==> src/rtl/cnn_pkg.sv <==
// Shared CNN front-end definitions: pixel width, window size,
// counter width and window-generator state encoding.
package cnn_pkg;

  localparam int PIX_W = 8;
  localparam int WIN_N = 3;
  localparam int CNT_W = 9;

  typedef enum logic [1:0] {
    IDLE,
    PRIME,
    RUN
  } win_state_t;

endpackage

==> src/rtl/window_shift_row.sv <==
// One window row: WIN_N-tap shift register, element 0 oldest,
// new sample enters the top (newest) element when en is high.
module window_shift_row
  import cnn_pkg::*;
#(
  parameter int WIDTH = PIX_W
) (
  input  logic                   clk,
  input  logic                   rst_n,
  input  logic                   en,
  input  logic [WIDTH-1:0]       d,
  output logic [WIN_N*WIDTH-1:0] q
);

  always_ff @(posedge clk) begin
    if (!rst_n) begin
      q <= '0;
    end else if (en) begin
      q <= {d, q[WIN_N*WIDTH-1:WIDTH]};
    end
  end

endmodule

==> src/rtl/window_gen_3x3.sv <==
// 3x3 sliding window generator fed by two external line buffers.
// Define WIN_STRIDE2_EN to emit only every second window in each axis.
module window_gen_3x3
  import cnn_pkg::*;
#(
  parameter int WIDTH      = PIX_W,
  parameter int IMG_WIDTH  = 482,
  parameter int IMG_HEIGHT = 482
) (
  input  logic                         clk,
  input  logic                         rst_n,
  input  logic [WIDTH-1:0]             pix_in,
  input  logic [WIDTH-1:0]             tap1_in,
  input  logic [WIDTH-1:0]             tap2_in,
  input  logic                         valid_in,
  output logic [WIN_N*WIN_N*WIDTH-1:0] win_out,
  output logic                         win_valid,
  output logic                         frame_done
);

  localparam logic [CNT_W-1:0] COL_LAST = CNT_W'(IMG_WIDTH - 1);
  localparam logic [CNT_W-1:0] ROW_LAST = CNT_W'(IMG_HEIGHT - 1);
  localparam logic [CNT_W-1:0] EDGE     = CNT_W'(WIN_N - 1);

  logic [CNT_W-1:0] col;
  logic [CNT_W-1:0] row;
  win_state_t       state;

  logic [WIN_N*WIDTH-1:0] q0;
  logic [WIN_N*WIDTH-1:0] q1;
  logic [WIN_N*WIDTH-1:0] q2;

  logic col_end;
  logic frame_end;
  logic in_win;
  logic emit;

  assign col_end   = (col == COL_LAST);
  assign frame_end = col_end && (row == ROW_LAST);
  assign in_win    = (row >= EDGE) && (col >= EDGE);

`ifdef WIN_STRIDE2_EN
  // (row-2) and (col-2) even is the same as row and col even
  assign emit = in_win && !row[0] && !col[0];
`else
  assign emit = in_win;
`endif

  window_shift_row #(.WIDTH(WIDTH)) u_row0 (
    .clk   (clk),
    .rst_n (rst_n),
    .en    (valid_in),
    .d     (tap2_in),
    .q     (q0)
  );

  window_shift_row #(.WIDTH(WIDTH)) u_row1 (
    .clk   (clk),
    .rst_n (rst_n),
    .en    (valid_in),
    .d     (tap1_in),
    .q     (q1)
  );

  window_shift_row #(.WIDTH(WIDTH)) u_row2 (
    .clk   (clk),
    .rst_n (rst_n),
    .en    (valid_in),
    .d     (pix_in),
    .q     (q2)
  );

  assign win_out = {q2, q1, q0};

  always_ff @(posedge clk) begin
    if (!rst_n) begin
      col        <= '0;
      row        <= '0;
      state      <= IDLE;
      win_valid  <= 1'b0;
      frame_done <= 1'b0;
    end else begin
      win_valid  <= valid_in && emit;
      frame_done <= valid_in && frame_end;
      if (valid_in) begin
        if (col_end) begin
          col <= '0;
          row <= frame_end ? '0 : row + 1'b1;
        end else begin
          col <= col + 1'b1;
        end
        case (state)
          IDLE: state <= frame_end ? IDLE : PRIME;
          PRIME: begin
            if (frame_end)
              state <= IDLE;
            else if (row == EDGE && col == '0)
              state <= RUN;
          end
          RUN: if (frame_end) state <= IDLE;
          default: state <= IDLE;
        endcase
      end
    end
  end

endmodule

==> config.mk <==
export PLATFORM = sky130hd
export DESIGN_NAME = window_gen_3x3
export DESIGN_NICKNAME = d
export VERILOG_FILES = /design/src/rtl/cnn_pkg.sv /design/src/rtl/window_shift_row.sv /design/src/rtl/window_gen_3x3.sv
export SDC_FILE = /design/constraint.sdc
export NUM_CORES = 1
export LEC_CHECK = 0
export BUFFER_PORTS_ARGS = -buffer_cell sky130_fd_sc_hd__buf_2
export CORE_MARGIN = 1.5
export CORE_UTILIZATION = 46
export CTS_BUF_LIST = sky130_fd_sc_hd__clkbuf_8
export DETAILED_ROUTE_END_ITERATION = 10
export PLACE_DENSITY = 0.84
export SLEW_MARGIN = 15
export SYNTH_ARGS = -nofsm -noshare
export SYNTH_HDL_FRONTEND = slang
export SYNTH_SLANG_ARGS = --single-unit
==> constraint.sdc <==
create_clock -name clk -period 2.1 [get_ports clk]
set_clock_uncertainty 0.1 [all_clocks]
set_input_delay 0.42 -clock clk [delete_from_list [all_inputs] [get_ports clk]]
set_output_delay 0.42 -clock clk [all_outputs]
set_load 0.05 [all_outputs]
# Word-level counts from Yosys, hierarchy flattened
# Index checks and enable logic that the tools add are counted.
[classes] add_sub_neg=2 n_lt_le_gt_ge=2 eq_ne=2 n_mux=2 n_reduce_logical=5
[op_table] cell="$add 9x1->9 const B" count=2
[op_table] cell="$eq 9x9->1 const B" count=2
[op_table] cell="$ge 9x2->1 const B" count=2
[op_table] cell="$mux 9" count=2
[op_table] cell="$logic_and 1x1->1" count=4
[op_table] cell="$reduce_and 2->1" count=1
[totals] register_bits=92 out_inout_bits=74 elab_cells=20

# Longest topological paths before layout
[logic_depth] word_depth=3 depth_mapped=7 depth_no_buf=6

# By module
# A second synthesis with hierarchy kept.
[hier_totals] hier_cells=352 area_unflattened_um2=3819.9
[modules_own_cells] module="window_shift_row" n_inst=3 cells_each=77 area_each_um2=929.6
[modules_own_cells] module="window_gen_3x3" n_inst=1 cells_each=121 area_each_um2=1031.0

# Worst setup path before layout
# Ideal clock, no wire load.
[synth_timing] kind="input to register" start="input valid_in" end="register row[2]" setup_time_ps=126 t_arrival_ps=1503 setup_slack_ps=371 stages=6 n_path_buf=2 path_cell_list="clkbuf_1 nand3_1 or3_1 buf_2 o211ai_1 o41ai_1"
[synth_between] elab_chain_cells=1
[synth_lines] element="start, declared" line_no="window_gen_3x3.sv:15" source="input logic valid_in,"
[synth_lines] element="$reduce_and 2->1 (no line)"
[synth_lines] element="end signal, assigned" line_no="window_gen_3x3.sv:88" source="row <= frame_end ? '0 : row + 1'b1;"
[synth_lines] element="end, declared" line_no="window_gen_3x3.sv:26" source="logic [CNT_W-1:0] row;"
# No other way between the ends.
# A chain may end at the register's enable or synchronous reset.

# Final worst setup path
[layout_timing] start="register row[2]" end="register row[3]"
[layout_between] elab_chain_cells=3 elab_cells_between_ends=4 classes_between="1 x add/sub; 1 x eq/ne; 1 x mux; 1 x reduce/logical"
[layout_lines] element="branches (longest 2 deep; another with $add 9x1->9)"
[layout_lines] element="$mux 9 (*)" line_no="window_gen_3x3.sv:88"
# Every way passes the cells marked *.

==> flow_summary.ini <==
[status]
status = complete, no violations

[clock_tree]
cts_sinks = 92
clk_latency_ps = 350
post_cts_resize_count = 0
clockRootBuffer = clkbuf_8
numCtsBuffers = 9
cts_tree = done
postCtsHoldBufs = 0
post-cts-setup-buffers = 0
clock_path_buffers = 2
clk_pin_slew_worst_paths_ps = 90
cts_max_level = 3

[worst_setup_path]
worstSetupEndpointType = flop
ff2ff_path_depth = 4
startpoint = row[2]
r2r-start = row[2]
worstPathMaxFanout = 9
path_class = reg -> reg
critPathLaunchType = flop
arrival_ps = 2070
worstPathRequired_ps = 2230

[floorplan]
die_h_um = 90.6
row_count = 31
die_x_um = 90.6
start_util_pct = 48.1
num_io_pins = 101
dieArea_um2 = 8200
core_um2 = 7330

[final_layout]
num_antenna_cells = 0
drive_gt1_share_pct = 27.2
num-nets-final = 487
instances_no_fill = 558
syn2layout_area_growth_pct = 22.7

[yosys]
seq_area_frac_synth_pct = 52.2
async_flop_share_pct = 0
netlist_instances = 358
synth_top_area_cell = dfxtp_1
synth_nets = 391
syn_avg_cell_area_um2 = 9.86
synth_edf_count = 0
ys.warnings.count = 0
post_synth_num_cell_types = 35
synth_area_leaders = dfxtp_1, mux2i_1, nor2_1, ha_1, nand2_1
netlist_area_um2 = 3530
ys_seq_elements = 92
synthFlopType = dfxtp_1
synth_top_area_share_pct = 52.2

[global_routing]
grt_use_total_pct = 17.2
grt_max_degree = 45
gr-total-overflow = 0
antenna_found_initial = 0
grt_first_pass_wirelength_um = 11700
grt_pass1_vias = 2686

[timing]
period_minus_slack_ps = 1940
setup-violations-final = 0
finalSetupTns_ps = 0
worst_slew_margin_rel_pct = 56.5
finalCritPeriodShare_pct = 92.4
slew_viol_final = 0
worst_pin_slew_ps = 652
rsz0062_at_grt = false
fmax_ghz = 0.515
hold_viol = 0

[power_and_ir_drop]
max-vdd-ir-drop_v = 0.000432
power_leakage_nw = 2.09
powerDensity_nw_per_um2 = 833

[routing]
antenna_left = 0
routed_wirelength_um = 6850
wl_per_cell_um = 12.3
dr.first_iter.drc_count = 129
dr.pass1.iters = 4
vias = 2794
viasPerCell = 5.01
drc_errors = 0

[worst_hold_path]
holdCritPathClass = in -> reg
whs_path_depth = 3
hp-start = tap1_in[3]

[place]
dp.cells = 542
hpwlAfterDp_um = 4830
port_buffers = 100
place_congestion = 0.834

[run]
maxCapViolCount = 0
worst max-delay path: stages (launching register included):
cell	delay, ps
dfxtp_1	380
or4b_1	530
or3_1	470
nand2_2	210
o32ai_1	130
cells in the mapped netlist (2+ instances only):
cell,instances
dfxtp_1,92
nor2_1,84
mux2i_1,72
nand2_1,15
clkbuf_1,9
nand3_1,9
buf_2,8
or3_1,8
a21oi_1,7
ha_1,6
inv_1,6
nor3_1,6
xnor2_1,5
o22ai_1,4
nand4_1,3
xor2_1,3
buf_1,2
or4_1,2
cells in the final DEF, fill, tap and decap left out, types with 5 or more instances in the layout:
master,Yosys,layout
nor3_1,6,6
nand3_1,9,9
dfxtp_1,92,92
inv_1,6,6
xnor2_1,5,5
mux2i_1,72,72
ha_1,6,6
or3_1,8,8
a21oi_1,7,7
clkbuf_8,0,9
nor2_1,84,84
nand2_1,15,15
buf_4,0,6
buf_2,8,99
path summary, 6_finish.rpt:
check | slack [ps] | end
min | 200 | u_row1.q[19]
min reg2reg | 400 | u_row1.q[5]
max reg2reg | 160 | row[3]
max | 160 | row[3]
cells by family after synthesis:
family	after synthesis	synth area share [%]
multiplexers	72	20.4
adder cells (fa/ha/maj)	6	2.13
flip-flops	92	52.2
AO/OA/AOI/OAI	18	3.26
XOR/XNOR	8	1.99
buffers and inverters	27	3.37
AND/OR/NAND/NOR	135	16.6
report_power, final:
| group | leakage [nW] | internal [W] | switching, W |
|---|---|---|---|
| clock | 0.118 | 0.000693 | 0.000639 |
| sequential | 0.749 | 0.00180 | 0.0000420 |
| combinational | 1.23 | 0.000129 | 0.000304 |
area by class of cell:
| class | instances | area (um^2) |
|---|---|---|
| timing repair buffer | 105 | 541 |
| multi-input combinational | 239 | 1570 |
| tap | 99 | 124 |
| fill | 624 | 3000 |
| clock inverter | 7 | 105 |
| sequential | 92 | 1840 |
| inverter | 7 | 26.3 |
| clock buffer | 9 | 124 |
metrics by stage:
stage	setup slack, ps	util, %	instance area [um^2]	total power, W	hold slack (ps)
2_1_floorplan	371	-	3530	0.00221	361
3_3_place_gp	209	55.9	4100	0.00231	368
3_5_place_dp	163	55.9	4100	0.00232	377
4_1_cts	149	59.1	4330	0.00366	184
5_1_grt	51.8	59.1	4330	0.00376	191
6_report	160	59.1	4330	0.00361	198
layer usage:
metal / global-route usage [%] / wire, um / up-vias
met5: 0 / 0 / -
met4: 7.94 / 123 / 0
met3: 4.63 / 391 / 12
met2: 29.7 / 3230 / 78
met1: 19.7 / 3100 / 1302
li1: - / - / 1402
state kept, by name, indices dropped and copies added, names as in the netlist:
signal / cells
u_row0.q: 24
frame_done: 1
row: 9
win_valid: 1
u_row1.q: 24
u_row2.q: 24
col: 9
No activity file was read; power rests on OpenSTA's default activity.
